$ cat src/rtl/io_uart_responder.sv
// IO-bus responder: LED register plus a buffered 8N1 UART transmitter.
// Decodes the processor's IO_mem_* bus and returns combinational read data.
module io_uart_responder #(
    parameter int CLK_FREQ_HZ = 50000000,
    parameter int BAUD        = 115200,
    parameter int FIFO_DEPTH  = 16
) (
    input  logic        clk,
    input  logic        reset,
    input  logic [31:0] IO_mem_addr,
    input  logic [31:0] IO_mem_wdata,
    input  logic        IO_mem_wr,
    output logic [31:0] IO_mem_rdata,
    output logic [4:0]  leds,
    output logic        uart_txd
);

    localparam int DIV  = CLK_FREQ_HZ / BAUD;
    localparam int CW   = $clog2(DIV);
    localparam int PW   = $clog2(FIFO_DEPTH);
    localparam int CNTW = PW + 1;
    localparam logic [CW-1:0]   BAUD_RELOAD = CW'(DIV - 1);
    localparam logic [CNTW-1:0] DEPTH_CNT   = CNTW'(FIFO_DEPTH);

    typedef enum logic [1:0] {S_IDLE, S_START, S_DATA, S_STOP} tx_state_t;

    logic            sel_led, sel_dat, sel_cntl;
    logic            dat_wr, cntl_wr, led_wr;
    logic [7:0]      mem [FIFO_DEPTH];
    logic [PW-1:0]   wr_ptr, rd_ptr;
    logic [CNTW-1:0] count;
    logic            fifo_empty, fifo_full, push, pop;
    logic            overflow, busy;
    tx_state_t       state, state_d;
    logic [CW-1:0]   baud_cnt, baud_d;
    logic [2:0]      bit_cnt, bit_d;
    logic [7:0]      shift, shift_d;
    logic [8:0]      count_ext;
    logic            unused_bits;

    // Word-index bits are one-hot selects; several may be set at once.
    assign sel_led  = IO_mem_addr[22] & IO_mem_addr[2];
    assign sel_dat  = IO_mem_addr[22] & IO_mem_addr[3];
    assign sel_cntl = IO_mem_addr[22] & IO_mem_addr[4];
    assign led_wr   = IO_mem_wr & sel_led;
    assign dat_wr   = IO_mem_wr & sel_dat;
    assign cntl_wr  = IO_mem_wr & sel_cntl;

    // FIFO handshake: push valid = dat_wr, ready = !fifo_full (pre-edge count);
    // pop valid = !fifo_empty, ready = serialiser requesting a byte.
    // A transfer happens on the edge where valid and ready are both high.
    assign fifo_empty = (count == '0);
    assign fifo_full  = (count == DEPTH_CNT);
    assign push       = dat_wr & ~fifo_full;
    assign busy       = ~fifo_empty | (state != S_IDLE);

    always_ff @(posedge clk) begin
        if (push) mem[wr_ptr] <= IO_mem_wdata[7:0];
    end

    always_ff @(posedge clk or posedge reset) begin
        if (reset) begin
            wr_ptr   <= '0;
            rd_ptr   <= '0;
            count    <= '0;
            overflow <= 1'b0;
            leds     <= '0;
        end else begin
            if (push) wr_ptr <= wr_ptr + 1'b1;
            if (pop)  rd_ptr <= rd_ptr + 1'b1;
            case ({push, pop})
                2'b10:   count <= count + 1'b1;
                2'b01:   count <= count - 1'b1;
                default: count <= count;
            endcase
            // Clear wins over a same-cycle drop.
            if (cntl_wr)                  overflow <= 1'b0;
            else if (dat_wr && fifo_full) overflow <= 1'b1;
            if (led_wr) leds <= IO_mem_wdata[4:0];
        end
    end

    always_ff @(posedge clk or posedge reset) begin
        if (reset) begin
            state    <= S_IDLE;
            baud_cnt <= '0;
            bit_cnt  <= '0;
            shift    <= '0;
        end else begin
            state    <= state_d;
            baud_cnt <= baud_d;
            bit_cnt  <= bit_d;
            shift    <= shift_d;
        end
    end

    always_comb begin
        state_d = state;
        baud_d  = baud_cnt;
        bit_d   = bit_cnt;
        shift_d = shift;
        pop     = 1'b0;
        case (state)
            S_IDLE: begin
                if (!fifo_empty) begin
                    pop     = 1'b1;
                    shift_d = mem[rd_ptr];
                    baud_d  = BAUD_RELOAD;
                    state_d = S_START;
                end
            end
            S_START: begin
                if (baud_cnt == '0) begin
                    baud_d  = BAUD_RELOAD;
                    bit_d   = 3'd0;
                    state_d = S_DATA;
                end else begin
                    baud_d = baud_cnt - 1'b1;
                end
            end
            S_DATA: begin
                if (baud_cnt == '0) begin
                    baud_d  = BAUD_RELOAD;
                    shift_d = {1'b0, shift[7:1]};
                    if (bit_cnt == 3'd7) state_d = S_STOP;
                    else                 bit_d   = bit_cnt + 3'd1;
                end else begin
                    baud_d = baud_cnt - 1'b1;
                end
            end
            S_STOP: begin
                if (baud_cnt == '0) begin
                    // Next byte goes straight to START so frames abut.
                    if (!fifo_empty) begin
                        pop     = 1'b1;
                        shift_d = mem[rd_ptr];
                        baud_d  = BAUD_RELOAD;
                        state_d = S_START;
                    end else begin
                        state_d = S_IDLE;
                    end
                end else begin
                    baud_d = baud_cnt - 1'b1;
                end
            end
            default: state_d = S_IDLE;
        endcase
    end

    always_comb begin
        case (state)
            S_START: uart_txd = 1'b0;
            S_DATA:  uart_txd = shift[0];
            default: uart_txd = 1'b1;
        endcase
    end

    assign count_ext = 9'(count);

    always_comb begin
        IO_mem_rdata = '0;
        if (sel_led)  IO_mem_rdata = IO_mem_rdata | {27'b0, leds};
        if (sel_cntl) IO_mem_rdata = IO_mem_rdata |
                                     {16'b0, count_ext[7:0], 5'b0, overflow, fifo_full, busy};
    end

    assign unused_bits = ^{IO_mem_addr[31:23], IO_mem_addr[21:5], IO_mem_addr[1:0],
                           IO_mem_wdata[31:8], count_ext[8]};

endmodule

$ cat config.mk
export PLATFORM = sky130hd
export DESIGN_NAME = io_uart_responder
export DESIGN_NICKNAME = d
export VERILOG_FILES = /design/src/rtl/io_uart_responder.sv
export SDC_FILE = /design/constraint.sdc
export NUM_CORES = 1
export LEC_CHECK = 0
export BUFFER_PORTS_ARGS = -buffer_cell sky130_fd_sc_hd__buf_2
export CORE_MARGIN = 1.5
export CORE_UTILIZATION = 62
export CTS_CLUSTER_DIAMETER = 150
export DETAILED_ROUTE_END_ITERATION = 8
export PLACE_DENSITY_LB_ADDON = 0.2
export SLEW_MARGIN = 0
export SYNTH_ARGS = -nofsm -noshare
export SYNTH_HDL_FRONTEND = slang
export SYNTH_SLANG_ARGS = --single-unit
export TNS_END_PERCENT = 100
$ cat constraint.sdc
create_clock -name clk -period 5.4 [get_ports clk]
set_clock_uncertainty 0.2 [all_clocks]
set_input_delay 1.35 -clock clk [delete_from_list [all_inputs] [get_ports clk]]
set_output_delay 1.35 -clock clk [all_outputs]
set_load 0.005 [all_outputs]
==> flow_metrics.py <==
metrics = {
    "run_status": {
        "outcome": "completed",
    },
    "detailed_routing": {
        "vias": 4208,
        "drt-pass1-iter-count": 5,
        "post_drt_wl_per_cell_um": 20.9,
        "wirelength_um": 14200,
        "drc": 0,
        "vias_per_cell": 6.21,
        "drtIter0Drc": 395,
        "ant_nets": 0,
    },
    "global_route": {
        "grt_use_total_pct": 24.5,
        "grt_pass1_wl_um": 22600,
        "antenna_found_initial": 0,
        "grt_max_degree": 42,
        "overflow": 0,
        "grt_pass1_vias": 4071,
    },
    "timing": {
        "setup_tns_ns": 0,
        "finalMaxSlewViolations": 0,
        "tightest_slew_ns": 0.900,
        "setup_viol": 0,
        "rsz0062_at_grt": "no",
        "maxSlewHeadroom_pct": 40.0,
        "period_minus_slack_ns": 3.85,
        "fmax_mhz": 260,
        "period_share_pct": 71.2,
        "setup_ws_ns": 1.55,
        "hold_viol": 0,
    },
    "floorplanning": {
        "io-pin-count": 105,
        "dieArea_mm2": 0.0127,
        "die_x_um": 113,
        "die_h_um": 113,
        "placeableCoreArea_mm2": 0.0116,
        "initial_core_util_pct": 64.6,
        "fp-row-count": 39,
    },
    "clock_network": {
        "htree_levels": 4,
        "cts_tree": "built",
        "cts_setup_buffers": 0,
        "ctsRootBufferMaster": "clkbuf_16",
        "clk_pin_slew_ns": 0.06,
        "cts_buffers": 17,
        "cts_resized": 0,
        "clk_latency_ns": 0.43,
        "hold_buffers": 0,
        "numClockSinks": 169,
        "cts.path.max_buffers": 2,
    },
    "synth": {
        "ys.flop_type": "edfxtp_1",
        "ys_seq_elements": 169,
        "seq_area_frac_synth_pct": 65.1,
        "synthesis.area_mm2": 0.00748,
        "synth_cells": 490,
        "synth.avg_cell_area_um2": 15.3,
        "synth.distinct_cells": 54,
        "ys_warn_count": 0,
        "async_flop_share_pct": 24.3,
        "synth_edf_count": 128,
    },
    "setup_path": {
        "cp_max_fo": 7,
        "rrSetupSlack_ns": 1.84,
        "crit_arrival_ns": 2.30,
        "cp-start-kind": "flip-flop",
        "crit_path_end_kind": "output port",
        "critPathKind": "flip-flop to output port",
        "worstPathRequired_ns": 3.85,
    },
    "layout": {
        "drive_above_1_share_pct": 22.1,
        "finalNetCount": 608,
        "syn2layout_area_growth_pct": 10.3,
        "fill_cells": 703,
        "diodes": 0,
    },
    "run": {
        "cap_violations": 0,
    },
    "place": {
        "numPortBuffers": 30,
        "dp_slack_ns": 1.42,
        "hpwl_um": 8850,
        "gp_congestion": 0.851,
    },
    "power": {
        "power.total_uw": 2960,
        "ir_drop_v": 0.000289,
        "p_leak_uw": 0.00304,
        "power_density_mw_per_mm2": 359,
    },
    "hold_path": {
        "hp-class": "flip-flop to flip-flop",
    },
}
## path summary, 6_finish.rpt
path                                  start               to  cells past startpoint
worst min-delay path             bit_cnt[2]       bit_cnt[2]                      1
max in group asynchronous             reset        rd_ptr[0]                      3
worst max-delay path               count[0]  IO_mem_rdata[0]                      6
worst max register to register  baud_cnt[0]         count[4]                     13
min in group asynchronous             reset      baud_cnt[6]                      3
worst min register to register   bit_cnt[2]       bit_cnt[2]                      1
## synthesized netlist by cell type, types with 7 or more instances
cell type | instances | area share [%]
buf_4 | 24 | 2.4
ha_1 | 18 | 3.0
clkbuf_1 | 9 | 0.45
inv_1 | 22 | 1.1
edfxtp_1 | 128 | 51
nor2b_1 | 8 | 0.67
mux2_2 | 7 | 1.1
dfrtp_1 | 41 | 14
a22oi_1 | 18 | 1.8
o21ai_0 | 15 | 1.0
mux4_2 | 32 | 9.6
nor2_1 | 25 | 1.3
nor3_1 | 12 | 0.80
nand2_1 | 22 | 1.1
and3_1 | 8 | 0.67
a21oi_1 | 25 | 1.7
xnor2_1 | 7 | 0.82
## where the power goes
part	total (uW)	internal (uW)	switching [uW]
combinational	245	101	144
clock	1190	654	536
sequential	1530	1470	61.2
## logic make-up (layout without fill, tap and decap cells)
| group | count (synthesis) | in the layout | synth area share, % |
|---|---|---|---|
| other | 1 | 22 | 0.0502 |
| muxes | 40 | 40 | 10.8 |
| and+or+nand+nor | 98 | 98 | 6.74 |
| AOI/OAI and AO/OA | 87 | 87 | 8.08 |
| adders and majority gates | 19 | 19 | 3.28 |
| DFF | 169 | 169 | 65.1 |
| buffers and inverters | 66 | 90 | 4.70 |
| xor gates and xnor gates | 10 | 10 | 1.17 |
## critical path: stages (launching register included)
cell and delay, ns:
dfrtp_1 0.44, or4_4 0.59, nor2_2 0.29, nand2_1 0.17, a22oi_1 0.19, nor2b_1 0.06, buf_2 0.12
## registers in the layout, indices dropped and copies added, names as in the netlist
| register | count |
|---|---|
| count | 5 |
| leds | 5 |
| shift | 8 |
| rd_ptr | 4 |
| baud_cnt | 9 |
| wr_ptr | 4 |
| overflow | 1 |
| mem | 128 |
| bit_cnt | 3 |
| state | 2 |
## metrics by stage
stage                     cell area [um^2]  util [%]  instances  hold slack (ns)
after CTS                             8250      71.3        678            0.313
after global placement                7660      66.3        646            0.263
after detailed placement              7660      66.3        646            0.288
after global routing                  8250      71.3        678            0.320
after floorplan                       7550         -        511            0.249
final                                 8250      71.3        678            0.314
## per-layer routing
layer	vias to the layer above	part of all wire, %	track usage (%)
li1	1909	-	-
met3	17	5.5	5.73
met5	-	0	0
met2	135	51	38.9
met4	0	1.1	7.85
met1	2147	42	34.2
## cells in the final DEF (no fill, tap or decap), types with 8 or more instances in the layout
master / count
edfxtp_1: 128
dfrtp_1: 39
mux4_2: 32
buf_2: 30
a21oi_1: 25
nor2_1: 25
inv_1: 22
nand2_1: 22
conb_1: 22
a22oi_1: 18
ha_1: 18
clkbuf_16: 17
o21ai_0: 15
nor3_1: 12
nor2b_1: 8
and3_1: 8
## layout make-up
type | count | area (um^2) | share of cell area, %
clock buffers | 17 | 425 | 5.16
clock inverters | 15 | 159 | 1.93
inverters | 22 | 82.6 | 1.00
multi-input cells | 276 | 2330 | 28.3
flip-flops and latches | 169 | 4870 | 59.1
well taps | 143 | 179 | 2.17
repair buffers | 36 | 195 | 2.37
Power figures use the tool's default switching activity.
